==> src/rtl/mac_fp16_pkg.sv <==
// Shared types and constants for the FP16 MAC feeder and the MAC_FP_16 bench.
package mac_fp16_pkg;

    typedef enum logic [2:0] {
        CLEAR  = 3'd0,
        SETTLE = 3'd1,
        ACCEPT = 3'd2,
        DRAIN  = 3'd3,
        RESULT = 3'd4
    } state_t;

    localparam logic [15:0] FP16_ZERO = 16'h0000;
    localparam logic [15:0] FP16_ONE  = 16'h3C00;

    // Edges from operand load to the edge after which mac_acc holds the product.
    localparam int MAC_LATENCY = 7;

endpackage

==> src/rtl/mac_fp16_feeder.sv <==
// Sequencer feeding operand pairs into MAC_FP_16: clears the MAC before each job,
// streams beats, waits out the pipeline and presents the final accumulator.
module mac_fp16_feeder
    import mac_fp16_pkg::*;
#(
    parameter int LATENCY       = MAC_LATENCY,
    parameter int FLUSH_CYCLES  = 5,
    parameter int SETTLE_CYCLES = 2,
    parameter int COUNT_W       = 16
) (
    input  logic               clk,
    input  logic               rst,
    input  logic               in_valid,
    output logic               in_ready,
    input  logic [15:0]        in_a,
    input  logic [15:0]        in_b,
    input  logic               in_last,
    output logic [15:0]        mac_a,
    output logic [15:0]        mac_b,
    output logic               mac_rst,
    input  logic [15:0]        mac_acc,
    output logic               res_valid,
    input  logic               res_ready,
    output logic [15:0]        res_data,
    output logic [COUNT_W-1:0] res_count,
    output logic               busy,
    output state_t             dbg_state
);

    // Handshake: a beat moves on a rising edge with in_valid && in_ready, a result
    // on a rising edge with res_valid && res_ready; neither ready nor valid
    // depends combinationally on the opposite side.

    localparam int WAIT_MAX = (LATENCY > FLUSH_CYCLES)
                            ? ((LATENCY > SETTLE_CYCLES) ? LATENCY : SETTLE_CYCLES)
                            : ((FLUSH_CYCLES > SETTLE_CYCLES) ? FLUSH_CYCLES : SETTLE_CYCLES);
    localparam int WAIT_W = $clog2(WAIT_MAX + 1);

    state_t             state;
    state_t             state_next;
    logic [WAIT_W-1:0]  wait_cnt;
    logic [COUNT_W-1:0] beat_cnt;
    logic               xfer;
    logic               drain_done;

    assign xfer       = in_valid && in_ready;
    assign drain_done = (state == DRAIN) && (wait_cnt == WAIT_W'(LATENCY - 1));
    assign dbg_state  = state;

    // State register and phase counter; the counter restarts on every state change,
    // so the last-beat edge itself is the first counted DRAIN edge.
    always_ff @(posedge clk) begin
        if (rst) begin
            state    <= CLEAR;
            wait_cnt <= '0;
        end else begin
            state <= state_next;
            if (state_next != state) begin
                wait_cnt <= '0;
            end else if (state != ACCEPT && state != RESULT) begin
                wait_cnt <= wait_cnt + WAIT_W'(1);
            end
        end
    end

    always_comb begin
        state_next = state;
        case (state)
            CLEAR:   if (wait_cnt == WAIT_W'(FLUSH_CYCLES - 1))  state_next = SETTLE;
            SETTLE:  if (wait_cnt == WAIT_W'(SETTLE_CYCLES - 1)) state_next = ACCEPT;
            ACCEPT:  if (xfer && in_last)                        state_next = DRAIN;
            DRAIN:   if (drain_done)                             state_next = RESULT;
            RESULT:  if (res_ready)                              state_next = CLEAR;
            default: state_next = CLEAR;
        endcase
    end

    always_comb begin
        mac_rst   = (state == CLEAR);
        in_ready  = (state == ACCEPT);
        res_valid = (state == RESULT);
        busy      = !((state == ACCEPT) && (beat_cnt == '0));
    end

    // Operand path: any edge without a transfer feeds +0, which leaves the sum alone.
    always_ff @(posedge clk) begin
        if (rst) begin
            mac_a     <= FP16_ZERO;
            mac_b     <= FP16_ZERO;
            beat_cnt  <= '0;
            res_data  <= FP16_ZERO;
            res_count <= '0;
        end else begin
            mac_a <= xfer ? in_a : FP16_ZERO;
            mac_b <= xfer ? in_b : FP16_ZERO;
            if (xfer && (beat_cnt != {COUNT_W{1'b1}})) begin
                beat_cnt <= beat_cnt + COUNT_W'(1);
            end
            if (drain_done) begin
                res_data  <= mac_acc;
                res_count <= beat_cnt;
            end
            if (state == RESULT && res_ready) begin
                beat_cnt <= '0;
            end
        end
    end

endmodule

==> config.mk <==
export PLATFORM = sky130hd
export DESIGN_NAME = mac_fp16_feeder
export DESIGN_NICKNAME = d
export VERILOG_FILES = /design/src/rtl/mac_fp16_pkg.sv /design/src/rtl/mac_fp16_feeder.sv
export SDC_FILE = /design/constraint.sdc
export NUM_CORES = 1
export LEC_CHECK = 0
export CAP_MARGIN = 20
export CORE_ASPECT_RATIO = 1.75
export CORE_MARGIN = 2
export CORE_UTILIZATION = 49
export CTS_BUF_LIST = sky130_fd_sc_hd__clkbuf_8
export CTS_CLUSTER_SIZE = 25
export DETAILED_ROUTE_END_ITERATION = 12
export PLACE_DENSITY_LB_ADDON = 0.12
export SKIP_LAST_GASP = 1
export SLEW_MARGIN = 20
export SYNTH_ARGS = -nofsm -noshare
export SYNTH_HDL_FRONTEND = slang
export SYNTH_SLANG_ARGS = --single-unit
==> constraint.sdc <==
create_clock -name clk -period 4.3 [get_ports clk]
set_input_delay 0.86 -clock clk [delete_from_list [all_inputs] [get_ports clk]]
set_output_delay 0.86 -clock clk [all_outputs]
set_load 0.01 [all_outputs]
Word-level counts from Yosys, hierarchy flattened
Index checks and enable logic that the tools add are counted. W data, S select, Z words.

Reduce and logical (&&, ||, !) cells: 13. Bitwise gates (word level): 1. Add/subtract/negate cells: 2. Mux-type cells: 6. Equal/unequal tests: 11.

Operator list (number): $add A16 B1 Y16 const B (1); $logic_not A16 Y1 (1); $ne A16 B16 Y1 const B (1); $mux W3 (5); $pmux W3 S5 (1); $eq A3 B3 Y1 const B (3); $logic_and A1 B1 Y1 (7); $eq A3 B1 Y1 const B (2); $eq A3 B2 Y1 const B (2); $reduce_or A2 Y1 (3); $add A3 B1 Y3 const B (1); $logic_not A3 Y1 (1); $ne A3 B2 Y1 const B (1); $ne A3 B3 Y1 (1); $ne A3 B3 Y1 const B (1); $logic_not A1 Y1 (1); $not A1 Y1 (1).

Output and inout port bits: 71. Word-level logic and storage cells: 40. Bits of input ports: 53. Register bits after elaboration: 86.

Longest topological paths before layout
Depth in word-level cells: 7. Gate-level depth with buffers: 7. Depth with buffers taken out: 6.

Worst setup path after synthesis
No wires, ideal clock.

Path kind: flip-flop to output port. From: reg state[1], in the netlist dbg_state[1]. To: out busy. Setup slack: 1.910 ns. Required time: 3.440 ns. Buffers on the path: 1. Arrival time: 1.530 ns. Stages on the path, launching flop included: 5. Cell sequence: dfxtp_1 -> clkbuf_1 -> nor3b_1 -> nand4_1 -> nand3b_1.

Longest elaborated chain between the ends: 3.

Ends and longest elaborated chain: from (decl) (line mac_fp16_feeder.sv:39) `state_t state;`; from (signal assigned) (line mac_fp16_feeder.sv:57) `state <= state_next;`; $eq A3 B2 Y1; named net in_ready (line mac_fp16_feeder.sv:14) `output logic in_ready,`; $logic_and A1 B1 Y1 (line mac_fp16_feeder.sv:82) `busy = !((state == ACCEPT) && (beat_cnt == '0));`; $logic_not A1 Y1 (line mac_fp16_feeder.sv:82); to (decl) (line mac_fp16_feeder.sv:26) `output logic busy,`.

The timed path passes the listed nets, and every way through them passes these cells.

Worst setup path after layout
From: reg state[1], in the netlist dbg_state[1]. To: out busy.

Longest elaborated chain between the ends: 3.

Ends and longest elaborated chain (line): $eq A3 B2 Y1 (mac_fp16_feeder.sv:82); $logic_and A1 B1 Y1 (mac_fp16_feeder.sv:82); $logic_not A1 Y1 (mac_fp16_feeder.sv:82).

No other way between the ends.

==> flow_metrics.py <==
metrics = {
    "yosys": {
        "synth_edf_count": 0,
        "yosysTopAreaCellShare_pct": 52.7,
        "yosysWarningCount": 0,
        "synthArstFlopShare_pct": 0,
        "synth-main-ff-cell": "dfxtp_1",
        "ys_types": 43,
        "postSynthCellCount": 364,
        "syn_nets": 423,
        "avgSynthCellArea_um2": 8.97,
        "ys_seq_elements": 86,
        "synthTopCellsByArea": "dfxtp_1 (53%), nand2_1 (8.6%), a21oi_1 (7.0%), and2_1 (6.1%), ha_1 (2.3%)",
        "yosysTopAreaCell": "dfxtp_1",
        "seq_area_frac_synth_pct": 52.7,
        "netlist_area_mm2": 0.00327,
    },
    "cts": {
        "clkSinkCount": 86,
        "cts_resized": 0,
        "clock_latency_ps": 360,
        "postCtsHoldBufs": 0,
        "post-cts-setup-buffers": 0,
        "clkTransAtPathRegs_ps": 80,
        "cts.path.max_buffers": 2,
        "htree_num_levels": 3,
        "cts_root_buf": "clkbuf_8",
        "cts_buffers": 9,
        "cts_tree": "done",
    },
    "job": {
        "drv_cap": 0,
    },
    "power_and_ir_drop": {
        "peakVddDrop_v": 0.000249,
        "leakage_uw": 0.00162,
        "pwr_density_cell_mw_per_mm2": 311,
    },
    "sta": {
        "slew_headroom_pct": 42.7,
        "clock.fmax_mhz": 326,
        "drv_slew": 0,
        "worst_pin_slew_ps": 846,
        "finalSetupTns_ps": 0,
        "min_period_ps": 3070,
        "final_hold_viol_count": 0,
        "setup_violations": 0,
        "skew_ps": 10.2,
        "rsz0062_at_grt": "false",
        "finalCritPeriodShare_pct": 71.4,
    },
    "detailed_routing": {
        "drt-pass1-iter-count": 4,
        "drt_iter0_drc": 203,
        "wirelength_um": 7830,
        "vias": 2953,
        "drtAntennaViolNets": 0,
        "avgRoutedWirePerCell_um": 13.8,
        "vias_per_cell": 5.20,
        "drc_errors": 0,
    },
    "worst_setup_path": {
        "crit_chain": "nor3b_1, nand4_1, nand3b_1, clkdlybuf4s50_1",
        "endpoint_kind": "output pin",
        "worst_path_max_delay_cell": "dfxtp_1",
        "critPathRequiredTime_ps": 3440,
        "cp_top_family": "simple AND/OR/NAND/NOR gates",
        "slowest_delay_ps": 660,
        "critPathArrivalTime_ps": 2210,
        "path_max_fanout": 16,
        "path_buf_inv": 1,
        "crit_type": "reg -> out",
        "worstSetupStartpointType": "register",
    },
    "global_route": {
        "antenna_found_initial": 0,
        "grt-ovfl-total": 0,
        "grt_max_degree": 39,
        "grt_usage_pct": 22.0,
        "grt_pass1_vias": 2847,
        "grt_pass1_wl_um": 12600,
    },
    "outcome": {
        "outcome": "finished, final reports clean",
    },
    "cells_and_area": {
        "fill_cells": 482,
        "final_cell_mix": "clkdlybuf4s50_1 (123), dfxtp_1 (86), nand2_1 (75)",
        "drive_gt1_share_pct": 5.97,
        "final_core_util_pct": 73.3,
        "synthToLayoutAreaGrowth_pct": 45.5,
        "final_common_cell": "clkdlybuf4s50_1",
        "n_antenna_cell": 0,
        "finalNetCount": 541,
    },
    "die": {
        "start_util_pct": 50.3,
        "core_mm2": 0.00649,
        "die_y_um": 112,
        "die-area_mm2": 0.00736,
        "die_w_um": 65.7,
        "ios": 124,
        "rows": 39,
    },
    "place": {
        "portBuffers": 123,
        "dpl.hpwl_um": 5680,
        "gp_congestion": 0.845,
    },
    "hold_path": {
        "hp-class": "reg -> reg",
    },
}
-- worst paths after layout --
path                        startpoint                   endpoint  slack [ps]  cells past startpoint
max            dbg_state[1]$_SDFF_PP0_                       busy        1230                      4
min          res_count[5]$_SDFFE_PP0P_  res_count[5]$_SDFFE_PP0P_         460                      2
max reg2reg    dbg_state[1]$_SDFF_PP0_  beat_cnt[14]$_SDFFE_PP0P_        2120                      4
min reg2reg  res_count[5]$_SDFFE_PP0P_  res_count[5]$_SDFFE_PP0P_         460                      2
-- per-layer routing --
metal / wire (um) / GRT usage, %
met5: 0 / 0
met4: 135 / 8.61
met3: 772 / 10.5
met2: 4060 / 38.5
met1: 2860 / 21.9
-- state kept, by name, summed over array words and instances (netlist names) --
name,count
beat_cnt,16
dbg_state,3
mac_a,16
mac_b,16
res_count,16
res_data,16
wait_cnt,3
-- power breakdown --
part / internal [uW] / leakage (uW) / switching (uW)
Combinational: 69.7 / 0.000824 / 39.7
Clock: 277 / 0.0000993 / 274
Sequential: 805 / 0.000693 / 13.7
Total: 1150 / 0.00162 / 327
-- synthesized netlist by cell type, types with 2 or more instances --
| master | instances |
|---|---|
| a211oi_1 | 2 |
| ha_1 | 6 |
| nor2_1 | 7 |
| or2_2 | 2 |
| a21oi_1 | 46 |
| nand3_1 | 6 |
| o21a_1 | 3 |
| o41ai_1 | 3 |
| inv_1 | 10 |
| dfxtp_1 | 86 |
| a221o_1 | 2 |
| nand2_1 | 75 |
| xnor2_1 | 2 |
| clkbuf_1 | 18 |
| or3_1 | 5 |
| nor4_1 | 5 |
| or4_1 | 4 |
| o31ai_1 | 6 |
| o311ai_0 | 3 |
| and2_1 | 32 |
| nand3b_1 | 2 |
| nand2b_1 | 3 |
| o21ai_0 | 7 |
| nor3b_1 | 3 |
| nor3_1 | 4 |
| and4_1 | 2 |
| nand4_1 | 4 |
-- worst min-delay path, delay by kind of cell (launching register included) --
kind	cells	cell delay [ps]
and+or+nand+nor	1	50
AOI/OAI and AO/OA	1	50
DFF	1	310
-- cells by family after synthesis --
group,share of synthesized area (%)
AOI/OAI and AO/OA,13.6
xor gates and xnor gates,0.804
adders and majority gates,2.30
buffers and inverters,3.48
DFF,52.7
and+or+nand+nor,27.1
-- layout make-up --
| cell class | instances | area [um^2] | area share (%) |
|---|---|---|---|
| Multi-Input combinational cell | 248 | 1440 | 30.3 |
| Timing Repair Buffer | 127 | 1260 | 26.5 |
| Clock buffer | 10 | 138 | 2.89 |
| Inverter | 10 | 37.5 | 0.789 |
| Tap cell | 82 | 103 | 2.16 |
| Clock inverter | 5 | 51.3 | 1.08 |
| Sequential cell | 86 | 1720 | 36.2 |
-- per-stage QoR --
stage	hold slack (ps)	std cells	total power, uW	instance area [um^2]	setup slack [ps]
2_1_floorplan	465	364	879	3270	1910
6_report	456	568	1480	4750	1230
4_1_cts	458	568	1480	4750	1200
5_1_grt	474	568	1530	4750	1040
3_5_place_dp	449	553	947	4570	1400
3_3_place_gp	441	553	943	4560	1440
(Power assumes the default switching activity.)
